<file path="config.mk">
export PLATFORM = sky130hd
export DESIGN_NAME = switch_debouncer_flat
export DESIGN_NICKNAME = d
export VERILOG_FILES = /design/src/rtl/switch_debouncer_pkg.sv /design/src/rtl/switch_debouncer_if.sv /design/src/rtl/switch_debouncer_debounce_bit.sv /design/src/rtl/switch_debouncer.sv /design/src/flat_wrapper.sv
export SDC_FILE = /design/constraint.sdc
export NUM_CORES = 1
export LEC_CHECK = 0
export CAP_MARGIN = 20
export CORE_UTILIZATION = 47
export CTS_CLUSTER_DIAMETER = 30
export DETAILED_ROUTE_END_ITERATION = 10
export SYNTH_ARGS = -nofsm -noshare
export SYNTH_HDL_FRONTEND = slang
export SYNTH_SLANG_ARGS = --single-unit
</file>
<file path="constraint.sdc">
create_clock -name clk -period 4.43 [get_ports clk]
set_input_delay 0.886 -clock clk [delete_from_list [all_inputs] [get_ports clk]]
set_output_delay 0.886 -clock clk [all_outputs]
set_load 0.1 [all_outputs]
</file>
<file path="src/rtl/switch_debouncer_pkg.sv">
// Shared constants and status type for the switch conditioner, the counter stage
// and their benches.
package switch_debounce_pkg;

  localparam int SW_WIDTH            = 8;
  localparam int DEBOUNCE_CYCLES_HW  = 100000;  // 1 ms at 100 MHz
  localparam int DEBOUNCE_CYCLES_SIM = 8;

  typedef struct packed {
    logic [SW_WIDTH-1:0] clean;
    logic [SW_WIDTH-1:0] rise;
    logic [SW_WIDTH-1:0] fall;
    logic                changed;
  } sw_status_t;

endpackage

</file>
<file path="src/rtl/switch_debouncer_if.sv">
// Switch bundle between the board pins and the conditioner. The master side drives
// raw levels and consumes the conditioned levels and strobes.
interface switch_debouncer_if
  import switch_debounce_pkg::*;
#(
  parameter int WIDTH = SW_WIDTH
) ();

  logic [WIDTH-1:0] sw_raw;
  logic [WIDTH-1:0] sw_clean;
  logic [WIDTH-1:0] sw_rise;
  logic [WIDTH-1:0] sw_fall;
  logic             sw_changed;

  modport master (
    output sw_raw,
    input  sw_clean, sw_rise, sw_fall, sw_changed
  );

  modport slave (
    input  sw_raw,
    output sw_clean, sw_rise, sw_fall, sw_changed
  );

endinterface

</file>
<file path="src/rtl/switch_debouncer_debounce_bit.sv">
// One debounce channel: two-flop synchroniser, stability counter, clean level and
// registered rise/fall strobes.
module debounce_bit #(
  parameter int DEBOUNCE_CYCLES = 100000
) (
  input  logic clk,
  input  logic reset,
  input  logic raw,
  output logic clean,
  output logic rise,
  output logic fall,
  output logic change_nxt
);

  localparam int CNT_W = (DEBOUNCE_CYCLES > 1) ? $clog2(DEBOUNCE_CYCLES) : 1;
  localparam logic [CNT_W-1:0] CNT_MAX = CNT_W'(DEBOUNCE_CYCLES - 1);

  logic             sync1;
  logic             sync2;
  logic [CNT_W-1:0] cnt;
  logic             qualify;

  // The new level has now differed from clean on DEBOUNCE_CYCLES consecutive edges.
  assign qualify    = (sync2 != clean) && (cnt == CNT_MAX);
  assign change_nxt = qualify;

  // NOTE: non-blocking assignments so every flop samples pre-edge values; blocking
  // here would let sync2 see this edge's sync1 and shorten the synchroniser.
  always_ff @(posedge clk or negedge reset) begin
    if (!reset) begin
      sync1 <= 1'b0;
      sync2 <= 1'b0;
      cnt   <= '0;
      clean <= 1'b0;
      rise  <= 1'b0;
      fall  <= 1'b0;
    end else begin
      sync1 <= raw;
      sync2 <= sync1;
      rise  <= qualify &  sync2;
      fall  <= qualify & ~sync2;
      if (sync2 == clean) begin
        cnt <= '0;
      end else if (qualify) begin
        clean <= sync2;
        cnt   <= '0;
      end else begin
        cnt <= cnt + 1'b1;
      end
    end
  end

endmodule

</file>
<file path="src/rtl/switch_debouncer.sv">
// Conditions WIDTH asynchronous DIP switch lines: per-bit synchronise and debounce,
// plus a combined change strobe aligned with the per-bit strobes.
module switch_debouncer
  import switch_debounce_pkg::*;
#(
  parameter int WIDTH           = SW_WIDTH,
  parameter int DEBOUNCE_CYCLES = DEBOUNCE_CYCLES_HW
) (
  input  logic                clk,
  input  logic                reset,
  switch_debouncer_if.slave   sw
);

  logic [WIDTH-1:0] clean;
  logic [WIDTH-1:0] rise;
  logic [WIDTH-1:0] fall;
  logic [WIDTH-1:0] change_nxt;

  for (genvar i = 0; i < WIDTH; i++) begin : g_bit
    debounce_bit #(
      .DEBOUNCE_CYCLES (DEBOUNCE_CYCLES)
    ) u_bit (
      .clk        (clk),
      .reset      (reset),
      .raw        (sw.sw_raw[i]),
      .clean      (clean[i]),
      .rise       (rise[i]),
      .fall       (fall[i]),
      .change_nxt (change_nxt[i])
    );
  end

  assign sw.sw_clean = clean;
  assign sw.sw_rise  = rise;
  assign sw.sw_fall  = fall;

  // Built from the next-state strobes so it lands on the same edge as rise/fall.
  always_ff @(posedge clk or negedge reset) begin
    if (!reset) begin
      sw.sw_changed <= 1'b0;
    end else begin
      sw.sw_changed <= |change_nxt;
    end
  end

endmodule

</file>
<file path="src/flat_wrapper.sv">
// flat-port wrapper written by rule: the top's interface ports become plain ports
module switch_debouncer_flat import switch_debounce_pkg::*;
#(
  parameter int WIDTH           = SW_WIDTH,
  parameter int DEBOUNCE_CYCLES = DEBOUNCE_CYCLES_HW
)
  (clk, reset, sw_sw_raw, sw_sw_clean, sw_sw_rise, sw_sw_fall, sw_sw_changed);
  switch_debouncer_if #(.WIDTH(WIDTH)) sw_i ();
  input  logic clk;
  input  logic reset;
  input wire logic [$bits(sw_i.sw_raw)-1:0] sw_sw_raw;
  output wire logic [$bits(sw_i.sw_clean)-1:0] sw_sw_clean;
  output wire logic [$bits(sw_i.sw_rise)-1:0] sw_sw_rise;
  output wire logic [$bits(sw_i.sw_fall)-1:0] sw_sw_fall;
  output wire logic [$bits(sw_i.sw_changed)-1:0] sw_sw_changed;
  assign sw_i.sw_raw = sw_sw_raw;
  assign sw_sw_clean = sw_i.sw_clean;
  assign sw_sw_rise = sw_i.sw_rise;
  assign sw_sw_fall = sw_i.sw_fall;
  assign sw_sw_changed = sw_i.sw_changed;
  switch_debouncer #(.WIDTH(WIDTH), .DEBOUNCE_CYCLES(DEBOUNCE_CYCLES)) u_core (.clk(clk), .reset(reset), .sw(sw_i));
endmodule
</file>
# Word level (Yosys, flattened, before mapping)
# Cells that the tools add are included.
# word_totals
ff_bits	177
latch_bits	0
ramBits	0
rom_bits	0
output_inout_bits	25
elab_cells	146
memories	0
# op_classes
addsub	8
mul	0
n_div	0
magnitude_cmp	0
n_eq_ne	24
shifts	0
n_mux	16
n_bitwise	32
reduce_logical	17
# ops
cell	n
17-bit 2-to-1 mux	16
17-bit by 1-bit adder with 17-bit output (second input constant)	8
17-bit equality test (second input constant)	8
1-bit AND	16
1-bit inverter	16
2-bit AND reduction	8
1-bit equality test	8
1-bit logical AND	8
1-bit != test	8
8-bit OR reduction	1

# Longest topological paths before layout
# depth
word_depth	4
depth_mapped	8

# Cells and area by module
# Synthesis repeated with hierarchy kept, for this count alone.
# unflattened
hier_cells	796
hier_area_um2	8279.2
# modules_own_cells
module	instances	cells_per_inst	area_per_inst_um2
debounce_bit	8	99	1029.7
switch_debouncer	1	4	41.3

# Worst setup path after synthesis
# OpenSTA, ideal clock, no wires.
# synth_path
path_type	register to register
from	reg u_core.g_bit[7].u_bit.cnt[11]
to	reg u_core.g_bit[7].u_bit.cnt[13]
setup_time_ns	0.119
arrival_time_ns	1.748
required_ns	4.311
path_slack_ns	2.563
path_stages_with_launch	8
period_less_slack_ns	1.867
path_cell_list	dfrtp_1 -> or4_1 -> nor4_1 -> and4_1 -> or2_1 -> buf_6 -> buf_12 -> nor2_1
# synth_via
elab_chain_cells	4
# synth_lines
item	line_no	rtl
start, declared	switch_debouncer_debounce_bit.sv:20	logic [CNT_W-1:0] cnt;
start signal, assigned	switch_debouncer_debounce_bit.sv:48	cnt <= cnt + 1'b1;
parallel branches: the longest is 2 deep, another holds 17-bit by 1-bit adder with 17-bit output	-	
17-bit 2-to-1 mux *	switch_debouncer_debounce_bit.sv:44	end else if (qualify) begin
17-bit 2-to-1 mux *	switch_debouncer_debounce_bit.sv:42	if (sync2 == clean) begin
# Every way passes the cells marked *.
# A chain may end at the register's enable or synchronous reset.

# Worst setup path after layout
# layout_path
from	reg u_core.g_bit[2].u_bit.clean
to	out sw_sw_clean[2]
# layout_lines
item	line_no	rtl
start, declared	switch_debouncer_debounce_bit.sv:9	output logic clean,
start signal, assigned	switch_debouncer_debounce_bit.sv:45	clean <= sync2;
end, declared	flat_wrapper.sv:12	output wire logic [$bits(sw_i.sw_clean)-1:0] sw_sw_clean;
# No word-level cell between the ends.

==> results.yml <==
run_status:
  status: "complete, no violations"
routing:
  drt_iter0_drc: 281
  drc: 0
  drtPass1Iterations: 4
  vias: 5188
  vias_per_cell: 5.07
  ant_nets: 0
  routedWlPerCell_um: 13.2
  wl_mm: 13.5
worst_hold_path:
  hold_path.class: "register to register"
  whs_endpoint: "u_core.g_bit[7].u_bit.sync2"
  min_from: "u_core.g_bit[7].u_bit.sync1"
  hold-path-cell-count: 0
setup_path:
  path_max_fanout: 3
  slowest_stage: "clkdlybuf4s50_1"
  crit_family: "buffers and inverters"
  path_buf_inv: 1
  arrival_ns: 1.97
  worst-setup-path-type: "register to output port"
  r2r-start: "u_core.g_bit[7].u_bit.cnt[11]"
  path_cells: "clkdlybuf4s50_1"
  r2r_setup_slack_ns: 2.14
  worstSetupStartpoint: "u_core.g_bit[2].u_bit.clean"
  start_kind: "register"
  crit_path_end_kind: "output port"
  rr_worst_depth: 5
  r2r-end: "u_core.g_bit[7].u_bit.cnt[6]"
  max_stage_delay_ns: 1.15
  critPathRequiredTime_ns: 3.54
sta:
  max_slew.worst_pin.slew_ns: 0.970
  setup_violations: 0
  tns_ns: 0
  hold_viol: 0
  skew_ns: 0.0112
  fmaxAchievable_ghz: 0.350
  rsz0062_at_grt: "false"
  post-route-period-util_pct: 64.5
  setup_ws_ns: 1.57
  period_needed_ns: 2.86
  slew_viol_final: 0
  relSlewSlack_pct: 35.1
yosys:
  synth_cell_types: 30
  synth_area_per_cell_um2: 10.2
  synth_top_cell_by_area: "dfrtp_1"
  synth.most_common_cell: "nor2_1"
  ys_warn_count: 0
  synth_edf_count: 0
  synth_flop_cell: "dfrtp_1"
  syn-instance-count: 776
  synth_top_area_share_pct: 55.8
  synth-seq-cells: 177
  synth_nets: 794
  synth_area_um2: 7930
  synth_top_cells_by_area: "dfrtp_1 56%, nor2_1 8.4%, xor2_1 8.4%, xnor2_1 5.7%, nand4_1 2.8%"
  yosysSeqAreaShare_pct: 55.8
  async_reset_ff_share_pct: 100
  synthTopCellsByCount: "178 x nor2_1, 177 x dfrtp_1, 76 x xor2_1"
final_layout:
  finalNetCount: 809
  areaGrowthSynthToFinish_pct: 11.7
  drive_gt1_share_pct: 4.98
  multi_input_comb_area_um2: 3150
  diodes: 0
  postLayoutCoreUtil_pct: 53.6
  regArea_um2: 4430
  fill_cells: 1447
grt:
  grt_first_pass_wirelength_mm: 24.4
  grtUsageTotal_pct: 17.6
  grt-ovfl-total: 0
  grt_pass1_vias: 5287
  antenna_found_initial: 0
  grt_start_max_net_pins: 92
clock_network:
  cts_buffer_depth: 2
  numCtsBuffers: 17
  clock_sinks: 177
  cts_hold_buf: 0
  cts-root-buf: "clkbuf_16"
  cts.clk_slew.worst_paths_ns: 0.07
  ctsResizeCount: 0
  worstSkewPairLatency_ns: 0.43
  cts_tree: "yes"
  cts_max_level: 4
  cts_setup_buffers: 0
floorplan:
  pin_count: 35
  die-area_um2: 17400
  die_w_um: 132
  die_h_um: 132
  core_area_um2: 16500
  initial_core_util_pct: 48.0
  rows: 47
placed_design:
  hpwl_mm: 9.21
  port_buffers: 34
  globalplace.congestion: 0.797
  place_ws_ns: 2.02
power_and_ir_drop:
  power_mw: 3.17
  p_per_area_nw_per_um2: 358
  ir_drop_v: 0.000282
  p_leak_nw: 3.91
run:
  maxCapViolCount: 0
[kinds of logic (layout without fill, tap and decap cells)]
group | after synthesis | count (layout) | synth area share, %
AOI/OAI and AO/OA | 5 | 5 | 0.584
muxes | 4 | 4 | 0.568
buffers and inverters | 62 | 89 | 4.50
and+or+nand+nor | 392 | 392 | 23.1
adders and majority gates | 8 | 8 | 1.26
xor gates and xnor gates | 128 | 128 | 14.1
DFF | 177 | 177 | 55.8
[report_power, final]
group / internal [mW] / leakage (nW) / switching, mW
Combinational: 0.0309 / 1.23 / 0.0685
Clock: 0.812 / 0.264 / 0.599
Sequential: 1.64 / 2.42 / 0.0212
[through the flow]
step	cell area, um2	hold WS [ns]	instances
final	8860	0.342	1023
after global routing	8860	0.367	1023
after detailed placement	8300	0.340	992
after CTS	8860	0.351	1023
after floorplan	7930	0.331	776
after global placement	8300	0.333	992
[flip-flops by register name, indices dropped and copies added (netlist names)]
name,count
u_core.g_bit.u_bit.clean,8
u_core.g_bit.u_bit.cnt,136
u_core.g_bit.u_bit.fall,8
u_core.g_bit.u_bit.rise,8
u_core.g_bit.u_bit.sync1,8
u_core.g_bit.u_bit.sync2,8
u_core.sw.sw_changed,1
[layer usage]
metal	routed length [um]	vias to the layer above	track usage [%]	share of wire, %
met5	0	-	0	0
met4	232	0	6.85	1.7
met3	367	19	4.27	2.7
met2	6530	51	28.6	48
met1	6400	2549	22.7	47
li1	-	2569	-	-
[worst max-delay path by stage]
stage / endpoint / slack (ns) / cells past startpoint
after floorplan: u_core.g_bit[7].u_bit.cnt[13] / 2.56 / 7
after global routing: sw_sw_clean[2] / 1.51 / 1
after detailed placement: sw_sw_clean[2] / 2.02 / 1
after CTS: sw_sw_clean[2] / 1.55 / 1
final: sw_sw_clean[2] / 1.57 / 1
after global placement: sw_sw_clean[2] / 2.04 / 1
[cell type report]
| type | instances | share of cell area (%) |
|---|---|---|
| flip-flops and latches | 177 | 50.0 |
| multi-input cells | 537 | 35.5 |
| clock buffers | 22 | 5.35 |
| repair buffers | 36 | 4.17 |
| well taps | 220 | 3.11 |
| clock inverters | 9 | 0.946 |
| inverters | 22 | 0.932 |
[cell usage in the layout (no fill, tap or decap), drive strengths merged]
cell type      Yosys  final
nor2             178    178
dfrtp            177    177
xor2              76     76
nand2             55     55
xnor2             52     52
nand3             43     43
nand4             35     35
clkdlybuf4s50      0     33
inv               22     22
clkbuf             6     22
nor4              17     17
and3              15     15
nor3              14     14
and4              11     11
ha                 8      8
and2               6      6
nand2b             4      4
nor2b              4      4
mux2               4      4
a21o               4      4
clkinvlp           0      4
or2                4      4
clkinv             0      4
buf               34      3
or3                2      2
or4                2      2
o41ai              1      1
nor4b              1      1
and4b              1      1
bufinv             0      1
No activity file was read; power rests on OpenSTA's default activity.
==> edit 1: new RTL, same settings <==
The package constant `DEBOUNCE_CYCLES_HW` goes from 100000 to 400000.
--- a/src/rtl/switch_debouncer_pkg.sv
+++ b/src/rtl/switch_debouncer_pkg.sv
@@ -4,5 +4,5 @@
 
   localparam int SW_WIDTH            = 8;
-  localparam int DEBOUNCE_CYCLES_HW  = 100000;  // 1 ms at 100 MHz
+  localparam int DEBOUNCE_CYCLES_HW  = 400000;  // 1 ms at 100 MHz
   localparam int DEBOUNCE_CYCLES_SIM = 8;
 
Behaviour: no difference found for any inputs over 10 cycles, from zero or initial values and one cycle with reset low; that may be too few to reach the edited logic, so the function may still have changed.
==> edit 1 against the unedited design <==
The run now ends with design-rule violations left. Routed wire length up 14%. Area after synthesis up 10%. Critical path depth unchanged. Power up 7.6%. Critical endpoint is now sw_sw_clean[1]. Worst hold slack better by 0.0080 ns. Non-clock buffer count unchanged. Sequential cell count up 16. Final area up 9.3%. Sequential power up 9%. Clock power up 7%. Setup slack worse by 0.022 ns. Fmax down 0.78%.
==> edit 1: results (changes against the unedited design) <==
status=finished with violations; failing checks=design-rule violations; Slew @ Worst Pin=0.984 ns (+0.0136 ns); global-route usage over all layers=17.6% (+0.025 points); Routed wire per std cell=13.8 um (+4.4%); post-route insts no fill=1,114 (+8.9%); Hold Crit Depth=0 (unchanged); Fillers=1,593 (+10%); vias in the first global route=5,889 (+11%); post-DP HPWL=10.4 mm (+13%); Vias=5,727 (+10%); worst r2r src=u_core.g_bit[1].u_bit.cnt[14]$_DFF_PN0_; hold path start=u_core.g_bit[4].u_bit.sync1$_DFF_PN0_; CP max-delay cell=clkdlybuf4s50_1; peak supply drop=0.299 mV (+6.2%); CTS max path bufs=2 (unchanged); # diodes=0 (unchanged); arrival time at the worst endpoint=1.99 ns (+0.02 ns); max reg flops=152 (+12%); Final GP Congestion=0.751 (-5.7%); Starting DRT DRC Count=268 (-4.6%); Worst Hold End=u_core.g_bit[4].u_bit.sync2$_DFF_PN0_; Worst Clk Skew=0.00805 ns (-0.00311 ns); # DRC=7 (+7); Synth area leaders=dfrtp_1, xor2_1, nor2_1; Pleak=4.28 nW (+9.5%); Mapped Avg Cell Area=10.3 um^2 (+0.39%); Reg2Reg Setup Slack=2.48 ns (+0.34 ns); syn_nets=869 (+9.4%); sequential area share after synthesis=55.3% (-0.54 points); RR Endpoint=u_core.g_bit[1].u_bit.cnt[5]$_DFF_PN0_; commonest cells in the netlist=nor2_1, dfrtp_1, xor2_1; Final nets=890 (+10%); Synth cell types=31 (+3.3%)
## edit 1: layer usage
| metal | share of wire [%] | track usage, % | up-vias | wire (um) |
|---|---|---|---|---|
| met5 | 0 | 0 | - | 0 |
| met4 | 1.3 | 6.03 | 0 | 205 |
| met3 | 2.3 | 3.88 | 19 | 350 |
| met2 | 48 | 29.0 | 57 | 7410 |
| met1 | 48 | 23.1 | 2833 | 7420 |
| li1 | - | - | 2818 | - |
## edit 1: final cells by class
cell class	count	area [um^2]	share of cell area, %
timing repair buffer	36	372	3.84
clock buffer	23	478	4.93
sequential	193	4830	49.8
clock inverter	9	106	1.10
multi-input combinational	608	3560	36.7
tap	229	287	2.96
inverter	16	60.1	0.620
## edit 1: where the power goes
part | leakage (nW) | total (mW) | internal (mW) | switching (mW)
Combinational | 1.36 | 0.101 | 0.0294 | 0.0714
Clock | 0.279 | 1.51 | 0.875 | 0.631
Sequential | 2.64 | 1.81 | 1.79 | 0.0208
Total | 4.28 | 3.42 | 2.69 | 0.724
## edit 1: cell families (layout without fill, tap and decap cells)
kind of cell,count (synthesis),count (layout),synth area share (%)
simple gates,448,448,24.4
flops,193,193,55.3
xor+xnor,144,144,14.5
buf+inv,50,84,3.97
fa+ha+maj,8,8,1.15
compound gates,8,8,0.688
## edit 1: worst max-delay path by stage
stage / start / end / slack, ns / cells after the start
floorplan: u_core.g_bit[1].u_bit.cnt[13]$_DFF_PN0_ / u_core.g_bit[1].u_bit.cnt[12]$_DFF_PN0_ / 2.66 / 7
global route: u_core.g_bit[3].u_bit.clean$_DFFE_PN0P_ / sw_sw_clean[3] / 1.50 / 1
CTS: u_core.g_bit[1].u_bit.clean$_DFFE_PN0P_ / sw_sw_clean[1] / 1.52 / 1
detailed placement: u_core.g_bit[1].u_bit.clean$_DFFE_PN0P_ / sw_sw_clean[1] / 1.99 / 1
finish: u_core.g_bit[1].u_bit.clean$_DFFE_PN0P_ / sw_sw_clean[1] / 1.55 / 1
global placement: u_core.g_bit[1].u_bit.clean$_DFFE_PN0P_ / sw_sw_clean[1] / 2.01 / 1
## edit 1: stage by stage
stage	setup WS [ns]	instance area [um^2]	hold WS (ns)
final	1.55	9690	0.350
after global routing	1.50	9690	0.368
after floorplan	2.66	8730	0.331
after global placement	2.01	9100	0.333
after CTS	1.52	9690	0.352
after detailed placement	1.99	9100	0.337
==> edit 2: new RTL, same settings <==
Without the edit above. Make the reset (`reset`) synchronous in 2 clocked blocks. Comments in the files are not updated.
--- a/src/rtl/switch_debouncer_debounce_bit.sv
+++ b/src/rtl/switch_debouncer_debounce_bit.sv
@@ -27,5 +27,5 @@
   // NOTE: non-blocking assignments so every flop samples pre-edge values; blocking
   // here would let sync2 see this edge's sync1 and shorten the synchroniser.
-  always_ff @(posedge clk or negedge reset) begin
+  always_ff @(posedge clk) begin
     if (!reset) begin
       sync1 <= 1'b0;
--- a/src/rtl/switch_debouncer.sv
+++ b/src/rtl/switch_debouncer.sv
@@ -36,5 +36,5 @@
 
   // Built from the next-state strobes so it lands on the same edge as rise/fall.
-  always_ff @(posedge clk or negedge reset) begin
+  always_ff @(posedge clk) begin
     if (!reset) begin
       sw.sw_changed <= 1'b0;
Function: same outputs for any inputs over 10 cycles, from zero or initial values and one cycle with reset low; that may be too few to reach the edited logic, so the function may still have changed.
==> edit 2 against the unedited design <==
Area after synthesis down 6.5%. Routed wire length down 9.5%. Setup slack gained 0.0022 ns. Critical path depth stayed put. First-iteration DRC count fell by 20%. Largest cell class unchanged. Sequential cell count stayed put. Global-route usage decreased by 0.88 points. Final area fell by 5.8%.
Power is not compared: it rests on default switching activity, and its combinational part moved more than twofold at a synthesized area within 25%.
==> edit 2: results (changes against the unedited design) <==
Num CTS Buffers=17 (unchanged); sequential area share after synthesis=47.8% (-8.0 points); Critical Path Max Stage Delay=1.16 ns; RR Endpoint=u_core.g_bit[6].u_bit.cnt[16]$_SDFF_PP0_; share of layout cells above drive strength 1=6.38% (+1.4 points); M1 GR Usage=20.8% (-2.0 points); async set-reset flop share out of synthesis=0% (-100 points); Pre-antenna DRT Iters=6 (+2); CP max-delay cell=clkdlybuf4s50_1; Mapped Avg Cell Area=9.20 um^2 (-10%); Final GP Congestion=0.805 (+0.99%); Synth cell types=46 (+53%); met1 WL=5.98 mm (-6.7%); Starting DRT DRC Count=226 (-20%); relative slew slack=34.3% (-0.81 points); max reg flops=136 (unchanged); GR Util met2=27.4% (-1.2 points); Hold WC Path Type=reg -> reg; Hold Crit Depth=1 (+1); worst-skew pair later-pin latency=0.43 ns (about the same); cts repair resizes=0 (unchanged); syn_nets=824 (+3.8%); final hold slack=0.436 ns (+0.0933 ns); mean number of vias per cell=4.92 (-2.9%); status=completed; met3 Track Usage GR=5.23% (+0.97 points); largest net degree at the start of global routing=28 (-70%); vias in the first global route=4,899 (-7.3%); post-DP HPWL=8.73 mm (-5.2%); arrival time at the worst endpoint=1.97 ns (about the same); Met2 Wirelength=5.74 mm (-12%); worst r2r src=u_core.g_bit[6].u_bit.cnt[7]$_SDFF_PP0_; Fillers=1,410 (-2.6%); post-route insts no fill=1,042 (+1.9%); global-route wire length before repair=21.8 mm (-11%); Final nets=836 (+3.3%); Reg2Reg Setup Slack=2.33 ns (+0.19 ns); global-route usage over all layers=16.7% (-0.88 points); commonest cells in the netlist=dfxtp_1, nor2_1, xor2_1; Worst Hold End=u_core.g_bit[3].u_bit.sync2$_SDFF_PN0_; antenna violations before repair=0 (unchanged); Routed wire per std cell=11.8 um (-11%); hold path start=u_core.g_bit[3].u_bit.sync1$_SDFF_PN0_; Worst Clk Skew=0.00637 ns (-0.00479 ns); DR WL met3=373 um (+1.6%); Synth area leaders=dfxtp_1, xor2_1, nor2_1
[edit 2: worst max-delay path by stage]
stage | to | startpoint | slack [ns]
after floorplan | u_core.g_bit[6].u_bit.cnt[11]$_SDFF_PP0_ | reset | 2.58
after global placement | sw_sw_clean[3] | u_core.g_bit[3].u_bit.clean$_SDFFE_PN0P_ | 2.06
after detailed placement | sw_sw_clean[4] | u_core.g_bit[4].u_bit.clean$_SDFFE_PN0P_ | 2.01
after CTS | sw_sw_clean[4] | u_core.g_bit[4].u_bit.clean$_SDFFE_PN0P_ | 1.53
after global routing | sw_sw_clean[3] | u_core.g_bit[3].u_bit.clean$_SDFFE_PN0P_ | 1.51
final | sw_sw_clean[4] | u_core.g_bit[4].u_bit.clean$_SDFFE_PN0P_ | 1.58
[edit 2: cell type report]
type	count	area, um^2	area share, %
clock buffer	17	425	5.10
clock inverter	15	210	2.52
sequential	177	3540	42.5
tap	211	264	3.16
inverter	16	60.1	0.720
timing repair buffer	36	354	4.24
multi-input combinational	570	3490	41.8
[edit 2: cells by family after synthesis]
logic type | count (synthesis) | share of synthesized area [%]
buffers and inverters | 59 | 5.13
AOI/OAI and AO/OA | 6 | 0.473
and+or+nand+nor | 422 | 29.3
xor gates and xnor gates | 126 | 14.9
DFF | 177 | 47.8
adders and majority gates | 8 | 1.35
muxes | 8 | 1.08
[edit 2: metrics by stage]
step                      worst slack (ns)  total power [mW]  utilization (%)  cell area [um^2]
final                                 1.58              3.22             54.5              8350
after global routing                  1.51              3.34             54.5              8350
after CTS                             1.53              3.27             54.5              8350
after detailed placement              2.01              1.68             50.4              7710
after global placement                2.06              1.68             50.3              7700
after floorplan                       2.58              1.67                -              7410
